`config.mk`:
```
export PLATFORM = sky130hd
export DESIGN_NAME = reg_bus_arbiter
export DESIGN_NICKNAME = d
export VERILOG_FILES = /design/src/rtl/reg_bus_arbiter.sv
export SDC_FILE = /design/constraint.sdc
export NUM_CORES = 1
export LEC_CHECK = 0
export CAP_MARGIN = 20
export CORE_AREA = 2 2 121 123
export DETAILED_ROUTE_END_ITERATION = 12
export DIE_AREA = 0 0 123 125
export GPL_ROUTABILITY_DRIVEN = 0
export MAX_ROUTING_LAYER = met4
export PLACE_DENSITY_LB_ADDON = 0.08
export SYNTH_ARGS = -nofsm -noshare
export SYNTH_HDL_FRONTEND = slang
export SYNTH_SLANG_ARGS = --single-unit
```
`constraint.sdc`:
```
create_clock -name clk -period 2 [get_ports clk]
set_clock_uncertainty 0.15 [all_clocks]
set_input_delay 0.4 -clock clk [delete_from_list [all_inputs] [get_ports clk]]
set_output_delay 0.4 -clock clk [all_outputs]
set_load 0.01 [all_outputs]
```
`src/rtl/reg_bus_arbiter.sv`:
```
// Two-requester round-robin arbiter sharing one register-block bus port.
// Serializes accesses, routes responses to the owner, and forces an error on downstream timeout.
module reg_bus_arbiter #(
  parameter int unsigned ADDR_WIDTH = 3,
  parameter int unsigned DATA_WIDTH = 32,
  parameter int unsigned TIMEOUT    = 16
) (
  input  logic                  clk,
  input  logic                  rst,

  input  logic                  req_0,
  input  logic                  req_is_wr_0,
  input  logic [ADDR_WIDTH-1:0] addr_0,
  input  logic [DATA_WIDTH-1:0] wr_data_0,
  input  logic [DATA_WIDTH-1:0] wr_biten_0,
  output logic                  ready_0,
  output logic [DATA_WIDTH-1:0] rd_data_0,
  output logic                  err_0,

  input  logic                  req_1,
  input  logic                  req_is_wr_1,
  input  logic [ADDR_WIDTH-1:0] addr_1,
  input  logic [DATA_WIDTH-1:0] wr_data_1,
  input  logic [DATA_WIDTH-1:0] wr_biten_1,
  output logic                  ready_1,
  output logic [DATA_WIDTH-1:0] rd_data_1,
  output logic                  err_1,

  output logic                  bus_req,
  output logic                  bus_req_is_wr,
  output logic [ADDR_WIDTH-1:0] bus_addr,
  output logic [DATA_WIDTH-1:0] bus_wr_data,
  output logic [DATA_WIDTH-1:0] bus_wr_biten,
  input  logic                  bus_ready,
  input  logic [DATA_WIDTH-1:0] bus_rd_data,
  input  logic                  bus_err,

  output logic [1:0]            grant,
  output logic                  timeout_evt
);

  typedef enum logic {IDLE, BUSY} state_t;

  localparam int unsigned   TW       = (TIMEOUT > 0) ? $clog2(TIMEOUT + 1) : 1;
  localparam logic [TW-1:0] TMO_LAST = (TIMEOUT > 0) ? TW'(TIMEOUT - 1) : '0;

  state_t          state_q, state_d;
  logic [1:0]      grant_q, grant_d;
  logic            rr_last_q, rr_last_d;
  logic [TW-1:0]   tmo_cnt_q, tmo_cnt_d;

  logic            sel;
  logic            req_g;
  logic            rsp_ready;
  logic            rsp_err;
  logic [DATA_WIDTH-1:0] rsp_data;

  assign sel   = grant_q[1];
  assign req_g = sel ? req_1 : req_0;
  assign grant = grant_q;

  always_ff @(posedge clk or posedge rst) begin
    if (rst) begin
      state_q   <= IDLE;
      grant_q   <= '0;
      rr_last_q <= 1'b1;
      tmo_cnt_q <= '0;
    end else begin
      state_q   <= state_d;
      grant_q   <= grant_d;
      rr_last_q <= rr_last_d;
      tmo_cnt_q <= tmo_cnt_d;
    end
  end

  always_comb begin
    state_d       = state_q;
    grant_d       = grant_q;
    rr_last_d     = rr_last_q;
    tmo_cnt_d     = tmo_cnt_q;
    bus_req       = 1'b0;
    bus_req_is_wr = 1'b0;
    bus_addr      = '0;
    bus_wr_data   = '0;
    bus_wr_biten  = '0;
    timeout_evt   = 1'b0;
    rsp_ready     = 1'b0;
    rsp_err       = 1'b0;
    rsp_data      = '0;

    unique case (state_q)
      IDLE: begin
        tmo_cnt_d = '0;
        if (req_0 && req_1) grant_d = rr_last_q ? 2'b01 : 2'b10;
        else if (req_0)     grant_d = 2'b01;
        else if (req_1)     grant_d = 2'b10;
        if (req_0 || req_1) state_d = BUSY;
      end
      BUSY: begin
        bus_req       = 1'b1;
        bus_req_is_wr = sel ? req_is_wr_1 : req_is_wr_0;
        bus_addr      = sel ? addr_1      : addr_0;
        bus_wr_data   = sel ? wr_data_1   : wr_data_0;
        bus_wr_biten  = sel ? wr_biten_1  : wr_biten_0;
        // Resolution order: downstream completion, then timeout, then requester abort.
        if (bus_ready) begin
          rsp_ready = 1'b1;
          rsp_data  = bus_rd_data;
          rsp_err   = bus_err;
          rr_last_d = sel;
          grant_d   = '0;
          state_d   = IDLE;
        end else if ((TIMEOUT != 0) && (tmo_cnt_q == TMO_LAST)) begin
          rsp_ready   = 1'b1;
          rsp_err     = 1'b1;
          timeout_evt = 1'b1;
          rr_last_d   = sel;
          grant_d     = '0;
          state_d     = IDLE;
        end else if (!req_g) begin
          bus_req = 1'b0;
          grant_d = '0;
          state_d = IDLE;
        end else begin
          tmo_cnt_d = tmo_cnt_q + 1'b1;
        end
      end
      default: state_d = IDLE;
    endcase

    ready_0   = rsp_ready & ~sel;
    ready_1   = rsp_ready &  sel;
    err_0     = rsp_err   & ~sel;
    err_1     = rsp_err   &  sel;
    rd_data_0 = sel ? '0 : rsp_data;
    rd_data_1 = sel ? rsp_data : '0;
  end

endmodule
```
Word-level counts from Yosys, hierarchy flattened

Cells that the tools add are included.

Add/subtract/negate cells: 1
Equality and inequality tests: 6
Muxes and demuxes: 42
Bitwise gates (word level): 6
Reduce and logical (&&, ||, !) cells: 6

Operators by type and width:

| operator                                       | number |
|---|---|
| 2-to-1 mux 32 bit                              | 8 |
| 2-to-1 mux 1 bit                               | 19 |
| 2-to-1 mux 5 bit                               | 3 |
| 2-to-1 mux 2 bit                               | 7 |
| one-hot mux 5 bit (2 select lines)             | 1 |
| 2-to-1 mux 3 bit                               | 2 |
| adder 5 x 1 -> 5 bit (second input constant)   | 1 |
| == test 5 x 4 -> 1 bit (second input constant) | 1 |
| AND 1 bit                                      | 4 |
| != test 2 bit (second input constant)          | 2 |
| != test 4 x 3 -> 1 bit (second input constant) | 1 |
| != test 4 bit (second input constant)          | 1 |
| one-hot mux 2 bit (2 select lines)             | 1 |
| AND reduction 2 bit                            | 2 |
| AND reduction 3 bit                            | 1 |
| != test 2 x 1 -> 1 bit (second input constant) | 1 |
| NOT 1 bit                                      | 2 |
| one-hot mux 1 bit (2 select lines)             | 1 |
| nonzero test 2 bit                             | 1 |
| logical AND 1 bit                              | 1 |
| logical OR 1 bit                               | 1 |

Bits in registers: 9
Input bits: 174
Output and inout port bits: 140
Word-level logic and storage cells: 65

Longest topological paths before layout

Depth in word-level cells: 5
Depth in mapped cells: 6

Worst setup path after synthesis

OpenSTA, ideal clock, no wires.

Kind: flip-flop to flip-flop
Start point: register tmo_cnt_q[0]
End point: register tmo_cnt_q[4]
Arrival: 1.595 ns
Setup slack: 0.156 ns
Cell stages (with the launch flop): 7
Buffers on the path: 0
Cells stage by stage: dfrtp_1 -> ha_1 -> and3_1 -> ha_1 -> nor2_1 -> a21oi_1 -> a311oi_1

Cells in the longest elaborated chain, start to end: 5
Elaborated cells on any way between the ends: 8
Those cells by class: add/sub (1); eq/ne (2); mux (4); reduce/logical (1)

RTL lines:

| what                               | line | RTL |
|---|---|---|
| from (decl)                        | 50   | `logic [TW-1:0] tmo_cnt_q, tmo_cnt_d;` |
| from (signal assigned)             | 72   | `tmo_cnt_q <= tmo_cnt_d;` |
| adder 5 x 1 -> 5 bit               | 125  | `tmo_cnt_d = tmo_cnt_q + 1'b1;` |
| 2-to-1 mux 5 bit                   | 120  | `end else if (!req_g) begin` |
| 2-to-1 mux 5 bit                   | 113  | `end else if ((TIMEOUT != 0) && (tmo_cnt_q == TMO_LAST)) begin` |
| 2-to-1 mux 5 bit                   | 106  | `if (bus_ready) begin` |
| one-hot mux 5 bit (2 select lines) | 91   | `unique case (state_q)` |

Parallel ways exist; a longest one is shown, timed or not. The select of a mux whose other input is x is not followed.
A chain may end at the register's enable or synchronous reset.

Final worst setup path

Start point: register grant_q[1], in the netlist grant[1]
End point: output port rd_data_0[26]

Cells in the longest elaborated chain, start to end: 1

RTL lines:

| what                   | line | RTL |
|---|---|---|
| from (decl)            | 48   | `logic [1:0] grant_q, grant_d;` |
| from (signal assigned) | 70   | `grant_q <= grant_d;` |
| 2-to-1 mux 32 bit      | 135  | `rd_data_0 = sel ? '0 : rsp_data;` |
| to (decl)              | 17   | `output logic [DATA_WIDTH-1:0] rd_data_0,` |

Every way passes these cells.

==> qor.csv <==
metric,value,unit
"Top FF cell, synth",dfrtp_1,
f_max,452,MHz
max-slew violations,0,
placed inst area,5570,sq um
Synth Register Bits,9,
largest family of logic cells by synthesized area,simple AND/OR/NAND/NOR gates,
average vias per placed instance,4.07,
die span in y,125,um
Total Wirelength,12800,um
Overflow after GRT,0,
MaxCap Viol Count,0,
Num Clock Sinks,9,
Clock Tree Buf Depth,2,
Crit path arrival time,1.66,ns
detailed-route wire length per cell,15.3,um
Lkg Pwr,2.85,nW
first-pass GRT wire length,17300,um
crit path capture type,output pin,
Port Buffer Count,313,
Sw Ratio,41.4,%
Worst-Margin Slew,0.342,ns
Combinational Power Share,88.5,%
sequential share of the synthesized area,11.2,%
Remaining DRCs,0,
Synth Area per Inst,7.06,sq um
Post-Layout Inst Area,5920,sq um
crit share post-route,111,%
Routed Antenna Nets,0,
Detailed Routing Iterations Pass 1,4,
outcome,"complete, but fails checks",
Sequential Area,231,sq um
CP Cell Sequence,nand2b_4 -> nor2_4 -> buf_6 -> buf_6 -> buf_6 -> buf_6 -> and2_4 -> buf_6,
CTS H-tree depth,1,
largest net degree at the start of global routing,33,
Clk network pwr share,6.1,%
Max IR drop VDD,0.364,mV
crit path launch type,flop,
Synth Area in Adders,1.85,%
Final Hold Slack,0.276,ns
Area Growth Syn to Fin,192,%
Synthesis Warnings,0,
Clock Tree Root,clkbuf_16,
Multi-input gate area,1820,sq um
area of the core,14200,sq um
Worst Path Buf+Inv,5,
Synth Area in XOR/XNOR,0,%
vias in the first global route,3358,
post-detail-place hpwl,9730,um
Initial Util,14.3,%
"CTS clk-pin slew, worst paths",0.04,ns
Min-Delay Path Class,primary input to async pin,
Clock Latency Late Sink,0.24,ns
cts bufs inserted,3,
Synth Area in Compound Gates,4.45,%
failing checks,setup timing,
Fin. Hold Viols,0,
asr flop ratio synth,100,%
minimum clock period,2.21,ns
Synth Cell Area,2030,sq um
Crit path max-delay family,flip-flops,
die width,123,um
IO Count,314,
DRT iter0 DRCs,65,
setup violators final,106,
Relative slew margins,77.2,%
Cell variety after synth,31,
simple-gate share of the synthesized area,39.0,%
"Req. time, crit path",1.45,ns
Die ar.,15400,sq um
sequential share of power,5.5,%
CTS hold repair buffers,0,
layout cell share with drive strength beyond 1,34.9,%
initial antenna violation count,0,
Synth Instances,287,
RSZ-0062 raised after global routing,true,
Crit Path Max Fanout,7,
PnR Total Power,5.91,mW
# nets final,826,
Tot GR Track Use,14.8,%
final worst slack,-0.210,ns
flop-to-flop setup slack,0.15,ns
Power Dens Cells,998,nW/um^2
number of diodes,0,
Row Count,44,
TritonCTS clock tree,built,
mux contribution to synthesized area,36.3,%
FILL cells,1485,
Crit Path Class,flop to output pin,
net load switching power,2.45,mW
CP max stage delay,0.51,ns
"Max stage delay cell, worst path",dfrtp_4,
Vias,3384,
crit-path most repeated cell,buf_6,
number of synthesized flops with an enable pin,0,
internal power,3.46,mW
Syn Nets,464,
==> timing repair <==
item / in CTS / in global routing
resized for setup: 387 / 201
setup endpoints to repair: 139 / 130
cloned: 3 / 7
setup buffers: 17 / 19
pin swaps: 3 / 31
==> path summary, 6_finish.rpt <==
check                      cells past startpoint       endpoint     start
hold reg to reg                                2       grant[0]  grant[0]
max in group asynchronous                      2      rr_last_q       rst
setup reg to reg                               6   tmo_cnt_q[3]  grant[1]
hold / removal                                 2   tmo_cnt_q[4]       rst
min in group clk                               2       grant[0]  grant[0]
setup / recovery                               8  rd_data_0[26]  grant[1]
==> placed cells by master (no fill, tap or decap), types with 3 or more instances in the layout <==
cell type / count
a21oi_1: 4
and2_1: 43
and2_4: 21
buf_12: 7
buf_2: 78
buf_4: 32
buf_6: 42
buf_8: 4
clkbuf_16: 9
clkbuf_2: 6
clkdlybuf4s50_1: 173
dfrtp_1: 6
dlygate4sd2_1: 28
inv_1: 4
mux2i_1: 66
mux2i_2: 4
nand2_1: 5
nand3_1: 3
nor2_1: 72
nor2_4: 4
==> logic make-up after synthesis <==
family / Yosys count
and+or+nand+nor: 158
buffers and inverters: 29
adders and majority gates: 3
DFF: 9
muxes: 73
AOI/OAI and AO/OA: 15
==> state kept, by name, summed over array words and instances (netlist names) <==
name       count
tmo_cnt_q      5
grant          2
rr_last_q      1
state_q        1
==> final cells by class <==
type | instances | share of cell area (%)
timing repair buffer | 380 | 59.7
tap | 184 | 3.89
inverter | 6 | 0.380
multi-input combinational | 249 | 30.8
sequential | 9 | 3.91
clock buffer | 4 | 1.33
==> cells in the mapped netlist, drive strengths merged (2+ instances only) <==
cell	n	share of area, %
a31oi	2	0.62
and3	2	0.62
and2	64	20
o31ai	2	0.74
nor2	77	14
buf	17	5.0
clkbuf	6	1.1
dfrtp	8	9.9
mux2i	72	36
inv	6	1.1
nand2	5	0.93
nand2b	3	0.93
a21oi	5	1.2
nand3	3	0.74
ha	3	1.9
o21ai	3	0.74
==> routing by layer <==
layer | GRT usage (%) | part of all wire, %
met1 | 14.1 | 33
met2 | 29.6 | 56
met3 | 3.60 | 10
met4 | 2.21 | 0.56
met5 | - | 0
==> metrics by stage <==
stage	TNS, ns	cells	utilization [%]	worst slack (ns)
floorplan	0	287	-	0.156
global placement	-45.17	789	39.2	-0.562
detailed placement	-45.83	789	39.2	-0.566
CTS	-10.97	813	39.0	-0.308
global route	-16.20	832	41.7	-0.261
finish	-8.50	832	41.7	-0.210
==> power by group through the flow <==
stage / sequential (mW) / combinational (mW) / clock, mW
floorplan: 0.298 / 2.10 / 0
global placement: 0.308 / 4.71 / 0
detailed placement: 0.311 / 4.71 / 0
CTS: 0.314 / 4.59 / 0.362
global route: 0.333 / 5.64 / 0.370
finish: 0.323 / 5.23 / 0.359
(Power assumes the default switching activity.)
